--- config.mk ---
export PLATFORM = sky130hd
export DESIGN_NAME = vga_timing_gen
export DESIGN_NICKNAME = d
export VERILOG_FILES = /design/src/rtl/vga_timing_gen.sv
export SDC_FILE = /design/constraint.sdc
export NUM_CORES = 1
export LEC_CHECK = 0
export BUFFER_PORTS_ARGS = -buffer_cell sky130_fd_sc_hd__buf_2
export CORE_AREA = 2 2 89 48
export CTS_CLUSTER_SIZE = 10
export DETAILED_ROUTE_END_ITERATION = 8
export DIE_AREA = 0 0 91 50
export GPL_TIMING_DRIVEN = 0
export PLACE_DENSITY = 0.82
export SETUP_SLACK_MARGIN = 0.2
export SLEW_MARGIN = 15
export SYNTH_ARGS = -nofsm -noshare
export SYNTH_HDL_FRONTEND = slang
export SYNTH_SLANG_ARGS = --single-unit
--- constraint.sdc ---
create_clock -name clk -period 2.05 [get_ports clk]
set_clock_uncertainty 0.05 [all_clocks]
set_input_delay 0.3075 -clock clk [delete_from_list [all_inputs] [get_ports clk]]
set_output_delay 0.3075 -clock clk [all_outputs]
set_load 0.03 [all_outputs]
--- src/rtl/vga_timing_gen.sv ---
// vga_timing_gen: raster timing source for the demo pipeline.
//
// Produces the pixel-step enable, the beam position (x, y), the active-video
// flag, the active-low sync pulses, the line and frame strobes, and a
// completed-frame counter. The enable is either every clock (FULL_FPS=1) or
// every other clock (FULL_FPS=0); counters move only on enable cycles.
//
// Ports:
//   clk          in   clock
//   reset        in   synchronous, active-high reset
//   enable       out  pixel-step strobe
//   x, y         out  beam position (10 bit each)
//   active       out  x < H_ACTIVE and y < V_ACTIVE
//   hsync, vsync out  active-low sync pulses
//   new_line     out  one-clock pulse when x wraps to 0
//   new_frame    out  one-clock pulse when (x, y) wraps to (0, 0)
//   frame_count  out  frames completed since reset, modulo 256
//
// Optional feature, macro VGA_TIMING_LOOKAHEAD_EN:
//   x_next, y_next, active_next  out  values x, y, active take at the next step
//
// All outputs are registered. Sync and active flags are decoded from the
// next-state position so they line up with the x, y presented in that cycle.

module vga_timing_gen #(
   parameter int unsigned H_ACTIVE = 640,
   parameter int unsigned H_FP     = 16,
   parameter int unsigned H_SYNC   = 96,
   parameter int unsigned H_BP     = 48,
   parameter int unsigned V_ACTIVE = 480,
   parameter int unsigned V_FP     = 10,
   parameter int unsigned V_SYNC   = 2,
   parameter int unsigned V_BP     = 33,
   parameter int unsigned FULL_FPS = 1
) (
   input  logic       clk,
   input  logic       reset,
   output logic       enable,
   output logic [9:0] x,
   output logic [9:0] y,
   output logic       active,
   output logic       hsync,
   output logic       vsync,
   output logic       new_line,
   output logic       new_frame,
   output logic [7:0] frame_count
`ifdef VGA_TIMING_LOOKAHEAD_EN
   ,
   output logic [9:0] x_next,
   output logic [9:0] y_next,
   output logic       active_next
`endif
);

   localparam int unsigned H_TOTAL = H_ACTIVE + H_FP + H_SYNC + H_BP;
   localparam int unsigned V_TOTAL = V_ACTIVE + V_FP + V_SYNC + V_BP;
   localparam bit          HALF_RATE = (FULL_FPS == 0);

   localparam logic [9:0]  H_LAST  = 10'(H_TOTAL - 1);
   localparam logic [9:0]  V_LAST  = 10'(V_TOTAL - 1);
   // 11-bit bounds so a region ending exactly at 1024 still compares correctly
   localparam logic [10:0] H_ACT_W = 11'(H_ACTIVE);
   localparam logic [10:0] V_ACT_W = 11'(V_ACTIVE);
   localparam logic [10:0] HS_BEG  = 11'(H_ACTIVE + H_FP);
   localparam logic [10:0] HS_END  = 11'(H_ACTIVE + H_FP + H_SYNC);
   localparam logic [10:0] VS_BEG  = 11'(V_ACTIVE + V_FP);
   localparam logic [10:0] VS_END  = 11'(V_ACTIVE + V_FP + V_SYNC);

   // Elaboration-time parameter sanity check
   generate
      if (H_TOTAL > 1024 || V_TOTAL > 1024 || H_TOTAL < 2 || V_TOTAL < 1 ||
          H_ACTIVE < 1 || V_ACTIVE < 1 || FULL_FPS > 1) begin : g_param_check
         $error("vga_timing_gen: illegal timing parameters");
      end
   endgenerate

   function automatic logic [9:0] step_x(input logic [9:0] xc);
      return (xc == H_LAST) ? 10'd0 : xc + 10'd1;
   endfunction

   function automatic logic [9:0] step_y(input logic [9:0] xc, input logic [9:0] yc);
      if (xc != H_LAST) return yc;
      return (yc == V_LAST) ? 10'd0 : yc + 10'd1;
   endfunction

   function automatic logic is_active(input logic [9:0] xc, input logic [9:0] yc);
      return ({1'b0, xc} < H_ACT_W) && ({1'b0, yc} < V_ACT_W);
   endfunction

   function automatic logic hsync_level(input logic [9:0] xc);
      return !(({1'b0, xc} >= HS_BEG) && ({1'b0, xc} < HS_END));
   endfunction

   function automatic logic vsync_level(input logic [9:0] yc);
      return !(({1'b0, yc} >= VS_BEG) && ({1'b0, yc} < VS_END));
   endfunction

   logic       enable_q, enable_d;
   logic       phase_q, phase_d;
   logic [9:0] x_q, x_d;
   logic [9:0] y_q, y_d;
   logic       active_q, active_d;
   logic       hsync_q, hsync_d;
   logic       vsync_q, vsync_d;
   logic       new_line_q, new_line_d;
   logic       new_frame_q, new_frame_d;
   logic [7:0] frame_cnt_q, frame_cnt_d;
   logic       line_wrap, frame_wrap;

   // Next-state decode: step on enable, derive flags from the new position
   always_comb begin
      x_d         = x_q;
      y_d         = y_q;
      line_wrap   = 1'b0;
      frame_wrap  = 1'b0;
      frame_cnt_d = frame_cnt_q;

      // enable goes high on the first post-reset cycle in both rates
      phase_d  = HALF_RATE ? ~phase_q : 1'b0;
      enable_d = HALF_RATE ? ~phase_q : 1'b1;

      if (enable_q) begin
         x_d        = step_x(x_q);
         y_d        = step_y(x_q, y_q);
         line_wrap  = (x_q == H_LAST);
         frame_wrap = line_wrap && (y_q == V_LAST);
      end

      if (frame_wrap) frame_cnt_d = frame_cnt_q + 8'd1;

      active_d    = is_active(x_d, y_d);
      hsync_d     = hsync_level(x_d);
      vsync_d     = vsync_level(y_d);
      new_line_d  = line_wrap;
      new_frame_d = frame_wrap;
   end

   // Timing state registers
   always_ff @(posedge clk) begin
      if (reset) begin
         enable_q    <= 1'b0;
         phase_q     <= 1'b0;
         x_q         <= 10'd0;
         y_q         <= 10'd0;
         active_q    <= 1'b1;
         hsync_q     <= 1'b1;
         vsync_q     <= 1'b1;
         new_line_q  <= 1'b0;
         new_frame_q <= 1'b0;
         frame_cnt_q <= 8'd0;
      end else begin
         enable_q    <= enable_d;
         phase_q     <= phase_d;
         x_q         <= x_d;
         y_q         <= y_d;
         active_q    <= active_d;
         hsync_q     <= hsync_d;
         vsync_q     <= vsync_d;
         new_line_q  <= new_line_d;
         new_frame_q <= new_frame_d;
         frame_cnt_q <= frame_cnt_d;
      end
   end

   assign enable      = enable_q;
   assign x           = x_q;
   assign y           = y_q;
   assign active      = active_q;
   assign hsync       = hsync_q;
   assign vsync       = vsync_q;
   assign new_line    = new_line_q;
   assign new_frame   = new_frame_q;
   assign frame_count = frame_cnt_q;

`ifdef VGA_TIMING_LOOKAHEAD_EN
   logic [9:0] xn_q, xn_d;
   logic [9:0] yn_q, yn_d;
   logic       an_q, an_d;

   // Lookahead is always one step past the next-state position; while x_d
   // holds, this recomputes the same value it already holds.
   always_comb begin
      xn_d = step_x(x_d);
      yn_d = step_y(x_d, y_d);
      an_d = is_active(xn_d, yn_d);
   end

   always_ff @(posedge clk) begin
      if (reset) begin
         xn_q <= 10'd1;
         yn_q <= 10'd0;
         an_q <= 1'b1;
      end else begin
         xn_q <= xn_d;
         yn_q <= yn_d;
         an_q <= an_d;
      end
   end

   assign x_next      = xn_q;
   assign y_next      = yn_q;
   assign active_next = an_q;
`endif

endmodule

Yosys cells after proc, flatten, opt, wreduce, memory -nomap -nowiden:

Cells that the tools add are included.

* equal/unequal tests: 3
* $add $sub $neg: 3
* order comparisons: 6
* bitwise operators: 1
* reduce and logical (&&, ||, !) cells: 7
* muxes and demuxes: 10

Operators with widths (count)
* 2-to-1 mux 10 bit: 6
* adder 10 x 1 -> 10 bit, second input constant: 2
* == test 10 bit, second input constant: 2
* less-than comparator 10 bit, second input constant: 2
* less-than comparator 10 x 9 -> 1 bit, second input constant: 2
* >= comparator 10 bit, second input constant: 1
* >= comparator 10 x 9 -> 1 bit, second input constant: 1
* != test 10 bit, second input constant: 1
* adder 8 x 1 -> 8 bit, second input constant: 1
* logical AND 1 bit: 4
* 2-to-1 mux 1 bit: 4
* zero test 1 bit: 2
* OR reduction 2 bit: 1
* inverter 1 bit: 1

* input bits: 2
* register bits: 34
* word-level logic and storage cells: 39
* output and inout port bits: 34

Depth between registers and ports, before layout:

Gate-level depths: netlist (run 1).

* depth in word-level cells: 8
* depth in mapped cells: 8

Least setup slack after synthesis (run 1):

OpenSTA, ideal clock, no wires.

* kind: reg-to-reg
* start point: reg enable_q (netlist: enable)
* end point: reg vsync_q (netlist: vsync)
* required time: 1868 ps
* setup time: 132 ps
* stages on the path, launching flop included: 8
* setup slack: -164 ps
* data arrival time: 2033 ps
* period minus slack after synthesis: 2214 ps
* cell sequence: dfxtp_1 > buf_2 > and4_1 > buf_4 > nand4_4 > or4_1 > a22oi_1 > nand4b_1

* word-level cells in the longest chain between the ends: 4
* elaborated cells between the ends (all ways): 5
* those cells by class: order compare (2); mux (1); reduce/logical (2)

Ends and longest elaborated chain
* start: declaration: line 98 `logic enable_q, enable_d;`
* start signal: assignment: line 152 `enable_q <= enable_d;`
* 2-to-1 mux 10 bit (*): line 122 `if (enable_q) begin`
* >= comparator 10 x 9 -> 1 bit or less-than comparator 10 x 9 -> 1 bit (tied branches): line 95 `return !(({1'b0, yc} >= VS_BEG) && ({1'b0, yc} < VS_END));`
* logical AND 1 bit (*): line 95
* zero test 1 bit (*): line 95
* end signal: assignment: line 158 `vsync_q <= vsync_d;`
* end: declaration: line 104 `logic vsync_q, vsync_d;`

Every way passes the cells marked *; elsewhere a longest branch is shown, timed or not.
A chain may end at the register's enable or synchronous reset.

Worst setup path in the final report (run 1):

* start point: reg x_q[6] (netlist: x[6])
* end point: reg vsync_q (netlist: vsync)

* word-level cells in the longest chain between the ends: 8
* elaborated cells between the ends (all ways): 9
* those cells by class: order compare (2); eq/ne (1); mux (4); reduce/logical (2)

Ends and longest elaborated chain
* start: declaration: line 100 `logic [9:0] x_q, x_d;`
* start signal: assignment: line 143 `x_q <= 10'd0;`
* start signal: assignment: line 154 `x_q <= x_d;`
* != test 10 bit (*): line 82 `if (xc != H_LAST) return yc;`
* 2-to-1 mux 1 bit (*): line 82
* 2-to-1 mux 1 bit (*): line 122
* 2-to-1 mux 10 bit (*): line 83 `return (yc == V_LAST) ? 10'd0 : yc + 10'd1;`
* 2-to-1 mux 10 bit (*): line 122
* >= comparator 10 x 9 -> 1 bit or less-than comparator 10 x 9 -> 1 bit (tied branches): line 95
* logical AND 1 bit (*): line 95
* zero test 1 bit (*): line 95

Every way passes the cells marked *; elsewhere a longest branch is shown, timed or not. The select of a mux whose other input is x is not followed.

==> flow_summary.ini, run 1 <==
[run_status]
outcome = complete, no violations

[die]
die_w_um = 91
initial_utilization_pct = 47.04
fp.coreArea_um2 = 3764
die_h_um = 50
io_pins = 36
rows = 16
dieArea_um2 = 4550

[cts]
cts_buffer_depth = 2
clock_sinks = 34
cts_max_level = 2
clkLatencyLatePin_ns = 0.29
cts_buffers = 5
cts_root_buffer = clkbuf_8
cts_tree = done
clk_pin_slew_ns = 0.08

[timing]
final_max_slew_viol_count = 0
hold_ws_ns = 0.2356
fin_crit_sh_pct = 99.90
timing.fmax_ghz = 0.4883
setup_viol = 0
hold_viol = 0
finalCriticalPeriod_ns = 2.048
rsz0062_at_grt = true
tightest_slew_ns = 0.4466
slew_headroom_pct = 70.22

[setup_path]
crit_slowest_cell = or4_4
timing.rr.end = vsync$_SDFF_PP1_
cp-end-kind = flop
ff2ff_path_depth = 5
r2r-start = x[6]$_SDFF_PP0_
cp.required_ns = 2.14
crit_path_cell_trace = nor4b_4 -> nand4_4 -> or4_4 -> a22oi_2 -> nand4b_1
path_max_fanout = 8
critPathLaunchType = flop
cpPeakStageDelay_ns = 0.52
criticalPathCategory = reg -> reg
ff2ff_setup_slack_ns = 0.002
arrival_ns = 2.14

[route]
routed_wl_mm = 4.396
final_antenna_net_count = 0
wl_per_cell_um = 14.60
drcViolationCount = 0
viasPerCell = 5.362
dr.pass1.iters = 4
dr_total_vias = 1614
drt_iter0_drc = 79

[global_route]
grt_first_pass_wirelength_mm = 7.079
grt_overflow = 0
gr-max-usage-layer = met1
grt.met2_usage_pct = 27.65
met3_usage_pct = 5.810
groute.usage.overall_pct = 19.99
first_global_vias = 1497
grt_max_degree = 12
grt_antenna_before_repair = 0
grtUsageMet1_pct = 29.36

[hold_path]
hold_path_depth = 2
hold_path_class = in -> reg
min_from = reset
whs_endpoint = frame_count[6]$_SDFFE_PP0P_

[synth]
synth_top_area_share_pct = 38.45
syn_nets = 203
synth_largest_area_cell = dfxtp_1
ys_seq_elements = 34
synth_area_um2 = 1770
synth_cell_types = 44
yosysWarnings = 0
avgSynthCellArea_um2 = 8.987
syn_inst = 197
synth_area_leaders = dfxtp_1 38%, xnor2_1 7.9%, nor2_1 6.8%, nand4_1 3.9%, xor2_1 3.0%
yosysSeqAreaShare_pct = 38.45

[layout]
antenna_cells = 0
drive_gt1_share_pct = 41.70
syn2layout_area_growth_pct = 34.06
fin_nets = 252

[power_and_ir_drop]
max-vdd-ir-drop_mv = 0.2874
power_w = 0.001247
power_density_nw_per_um2 = 525.5
p_leak_nw = 0.9819

[flow_run]
max_cap_violations = 0

[place]
io_buffers = 34
dp_hpwl_mm = 3.007
routabilityCongestion = 0.8975
cell families after synthesis:
kind of cell | share of synthesized area, %
and+or+nand+nor | 32.65
DFF | 38.45
xor gates and xnor gates | 10.88
AOI/OAI and AO/OA | 7.704
buffers and inverters | 5.795
adders and majority gates | 2.827
muxes | 1.696
worst max-delay path, delay by kind of cell, from the launching register on:
kind,cells,cell delay [ns]
flip-flops,1,0.39
AO/OA/AOI/OAI,1,0.21
AND/OR/NAND/NOR,4,1.24
Yosys cell counts, drive strengths merged:
master and n:
nor4b 2, nand4b 1, or4 3, or4b 1, o31a 1, nor2b 2
and4 3, a21boi 1, dfxtp 34, nor4bb 1, nor3 7, a21oi 5
mux2i 3, o211ai 1, xor2 6, a22oi 1, o31ai 3, inv 7
o21ai 2, and3 1, and2 1, o2111ai 2, ha 4, clkbuf 2
xnor2 16, buf 9, or3 3, nand4 12, nor2 32, nand2 12
nand3 8, nor4 7, a211oi 1, o21bai 2, o21a 1
worst max-delay path by stage:
stage	slack, ns	end	start	cells past startpoint
after CTS	0.05	vsync$_SDFF_PP1_	y[0]$_SDFF_PP0_	6
after global placement	-0.05	vsync$_SDFF_PP1_	enable$_DFF_P_	8
final	0.002	vsync$_SDFF_PP1_	x[6]$_SDFF_PP0_	5
after detailed placement	-0.09	vsync$_SDFF_PP1_	x[5]$_SDFF_PP0_	7
after global routing	-0.05	vsync$_SDFF_PP1_	y[0]$_SDFF_PP0_	6
after floorplan	0.11	vsync$_SDFF_PP1_	enable$_DFF_P_	7
stage by stage:
step | setup TNS (ns) | instances | setup WS (ns) | area (um^2) | util, %
2_1_floorplan | 0 | 197 | 0.1066 | 1864 | -
5_1_grt | -0.07240 | 301 | -0.05462 | 2374 | 63.07
3_5_place_dp | -0.1113 | 285 | -0.08607 | 2102 | 55.85
6_report | 0 | 301 | 0.002087 | 2374 | 63.07
4_1_cts | 0 | 300 | 0.04744 | 2285 | 60.70
3_3_place_gp | -0.04526 | 285 | -0.04526 | 2102 | 55.85
layout make-up:
cell class | instances | area (um^2)
Clock buffer | 6 | 82.58
Clock inverter | 2 | 11.26
Timing Repair Buffer | 42 | 230.2
Fill cell | 330 | 1390
Multi-Input combinational cell | 145 | 1144
Tap cell | 54 | 67.56
Sequential cell | 34 | 708.2
Inverter | 7 | 26.28
Buffer | 11 | 103.9
cells in the final DEF, fill, tap and decap left out, drive strengths merged, types with 2 or more instances in the layout:
cell type	netlist	layout
mux2i	3	3
and4	3	3
or4	3	3
xnor2	16	16
ha	4	4
nand2	12	12
buf	9	52
o21ai	2	2
nand4	12	12
nand3	8	8
o31ai	3	3
a21oi	5	5
inv	7	8
dfxtp	34	34
o21bai	2	2
nor2b	2	2
o2111ai	2	2
or3	3	3
xor2	6	6
clkbuf	2	7
nor2	32	32
nor3	7	7
nor4	7	7
nor4b	2	2
routing by layer:
layer	vias to the layer above	part of all wire (%)	wire, um
met5	-	0	0
met3	5	6.3	278
met1	763	51	2246
met2	51	42	1834
met4	0	0.82	36
li1	795	-	-
repair_timing:
item	4_1_cts	5_1_grt
buffers inserted	7	1
endpoints found under the setup margin	18	16
hold buffers	0	0
gates cloned	0	0
pin swaps	7	3
endpoints found under the hold margin	0	0
resized for setup	9	18
registers in the layout, summed over array words and instances, names as in the netlist:
register and cells:
x 10, new_line 1, active 1, vsync 1, hsync 1, y 10, frame_count 8, enable 1
new_frame 1
power breakdown:
part | internal [W] | switching, W
Sequential | 0.000664 | 0.00000762
Combinational | 0.0000168 | 0.0000345
Clock | 0.000271 | 0.000254
No activity file was read; power rests on OpenSTA's default activity.
==> inputs of run 2 (changes only) <==
Settings changed: ABC_AREA from default to 1, CORE_AREA 2 2 89 48 to 2 2 90 49, DIE_AREA 0 0 91 50 to 0 0 92 51.
==> flow_summary.ini, run 2 <==
[run_status]
outcome = complete, no violations

[route]
final_antenna_net_count = 0
viasPerCell = 5.243
routed_wl_mm = 4.788
dr.pass1.iters = 5
dr_total_vias = 1919
drt_iter0_drc = 193
wl_per_cell_um = 13.08
drcViolationCount = 0

[power_and_ir_drop]
p_leak_nw = 1.038
max-vdd-ir-drop_mv = 0.3826
power_density_nw_per_um2 = 568.3

[timing]
fin_crit_sh_pct = 90.68
hold_viol = 0
slew_headroom_pct = 68.53
tightest_slew_ns = 0.4721
fin_setup_tns_ns = 0
finalCriticalPeriod_ns = 1.859
rsz0062_at_grt = true
final_max_slew_viol_count = 0
timing.fmax_ghz = 0.5379
setup_viol = 0
hold_ws_ns = 0.3577

[cts]
cts_buffer_depth = 2
clk_pin_slew_ns = 0.07
clock_sinks = 34
cts_max_level = 2
cts_root_buffer = clkbuf_8
holdBufCountCts = 0
cts_tree = done
cts_buffers = 5
clkLatencyLatePin_ns = 0.28

[setup_path]
crit_path_cell_trace = ha_4 -> nand2_2 -> inv_2 -> nand3_4 -> nor2_8 -> nand2_2 -> o21ai_1 -> nor2_1 -> nor2_2 -> nand3_1
r2r-start = x[0]$_SDFF_PP0_
crit_path_frequent_cell = nand2_2
timing.rr.end = vsync$_SDFF_PP1_
cp.required_ns = 2.16
cpPeakStageDelay_ns = 0.39
ff2ff_path_depth = 10
path_max_fanout = 8
critPathLaunchType = flop
arrival_ns = 1.97
ff2ff_setup_slack_ns = 0.19
crit_slowest_cell = dfxtp_4
cp-end-kind = flop
criticalPathCategory = reg -> reg

[die]
die_w_um = 92
die_h_um = 51
dieArea_um2 = 4692
io_pins = 36
rows = 17
fp.coreArea_um2 = 4041
initial_utilization_pct = 45.51

[global_route]
grt_first_pass_wirelength_mm = 7.272
groute.usage.overall_pct = 20.01
first_global_vias = 1472
grt_max_degree = 11
grt_antenna_before_repair = 0
grt_overflow = 0

[synth]
syn_nets = 268
ys.flop_type = dfxtp_1
yosysSeqAreaShare_pct = 37.01
syn_inst = 262
synth_edf_count = 0
synth_most_common_cell = nand2_1
synth_area_leaders = dfxtp_1 37%, nand2_1 11%, nor2_1 8.6%, inv_1 6.5%, nand3_1 5.7%
synth_area_um2 = 1839
ys_top_cells_by_count = 53 x nand2_1, 42 x nor2_1, 34 x dfxtp_1, 32 x inv_1, 21 x nand3_1
synth_top_area_share_pct = 37.01
postSynth.asyncResetShare_pct = 0
yosysWarnings = 0
synth_cell_types = 34
synth_largest_area_cell = dfxtp_1
ys_seq_elements = 34
avgSynthCellArea_um2 = 7.020

[layout]
fillers = 394
final_util_pct = 57.15
fin_nets = 314
design_area_um2 = 2310
final_common_cell = nand2_1
drive_gt1_share_pct = 30.42
syn2layout_area_growth_pct = 25.58
antenna_cells = 0
mostFrequentLayoutCells = 52 x nand2_1, 38 x nor2_1, 35 x buf_2, 31 x inv_1, 27 x dfxtp_1

[place]
place_area_um2 = 2083
routabilityCongestion = 0.9068
io_buffers = 34
dp_hpwl_mm = 3.453

[hold_path]
hold_path_depth = 2
whs_endpoint = frame_count[2]$_SDFFE_PP0P_
min_from = reset
hold_path_class = in -> reg

[flow_run]
max_cap_violations = 0
run 2: cell count changes after synthesis, sizes merged, moves of 4 or more:
cell   change
xnor2     -14
nand3     +17
o21ai      +9
nor3       +4
nor4       -7
nand2     +46
nor2      +15
buf        -8
inv       +30
xor2       -4
run 2: how the worst max path moves through the flow:
stage | from | cells past startpoint | end | slack (ns)
3_5_place_dp | x[0]$_SDFF_PP0_ | 10 | vsync$_SDFF_PP1_ | 0.17
3_3_place_gp | x[0]$_SDFF_PP0_ | 10 | vsync$_SDFF_PP1_ | 0.20
5_1_grt | x[0]$_SDFF_PP0_ | 10 | vsync$_SDFF_PP1_ | 0.11
6_report | x[0]$_SDFF_PP0_ | 10 | vsync$_SDFF_PP1_ | 0.19
4_1_cts | x[0]$_SDFF_PP0_ | 10 | vsync$_SDFF_PP1_ | 0.24
2_1_floorplan | x[0]$_SDFF_PP0_ | 10 | frame_count[4]$_SDFFE_PP0P_ | 0.30
run 2: report_power, final:
part | switching [W] | internal (W) | leakage [nW]
Sequential | 0.0000116 | 0.000667 | 0.278
Clock | 0.000235 | 0.000339 | 0.0575
Combinational | 0.0000441 | 0.0000156 | 0.703
Total | 0.000291 | 0.00102 | 1.04
run 2: critical path, delay by kind of cell (launching register included):
family	cells	cell delay, ns
simple gates	7	0.86
flops	1	0.39
compound gates	1	0.19
fa+ha+maj	1	0.15
buf+inv	1	0.10
run 2: cells by family after synthesis:
family	share of synthesized area (%)
AND/OR/NAND/NOR	44.49
buffers and inverters	8.640
flip-flops	37.01
AO/OA/AOI/OAI	5.238
XOR/XNOR	1.905
adder cells (fa/ha/maj)	2.721
run 2: what timing repair did:
item                                    in CTS  in global routing
endpoints found under the setup margin       1                  9
resized for setup                            1                 22
pin swaps                                    1                  2
setup buffers                                2                  3
run 2: metal layers:
metal  up-vias  global-route usage [%]  share of wire [%]
li1        940                       -                  -
met1       896                   32.37                 51
met2        78                   25.74                 39
met3         5                   5.605                9.2
met4         0                   2.985               0.36
met5         -                       0                  0
run 2: layout make-up:
cell class	count	area, um^2	share of cell area (%)
repair buffers	39	207.7	8.992
inverters	39	146.4	6.338
plain buffers	3	12.51	0.5417
multi-input cells	186	1070	46.32
flip-flops and latches	34	691.9	29.96
well taps	57	71.32	3.088
clock buffers	8	110.1	4.767
run 2: metrics by stage:
step           std cells  setup WS, ns  power [W]
3_3_place_gp         353        0.1992  0.0007466
3_5_place_dp         353        0.1714  0.0007475
5_1_grt              366        0.1073   0.001365
4_1_cts              363        0.2366   0.001320
2_1_floorplan        262        0.3047  0.0007298
6_report             366        0.1911   0.001313
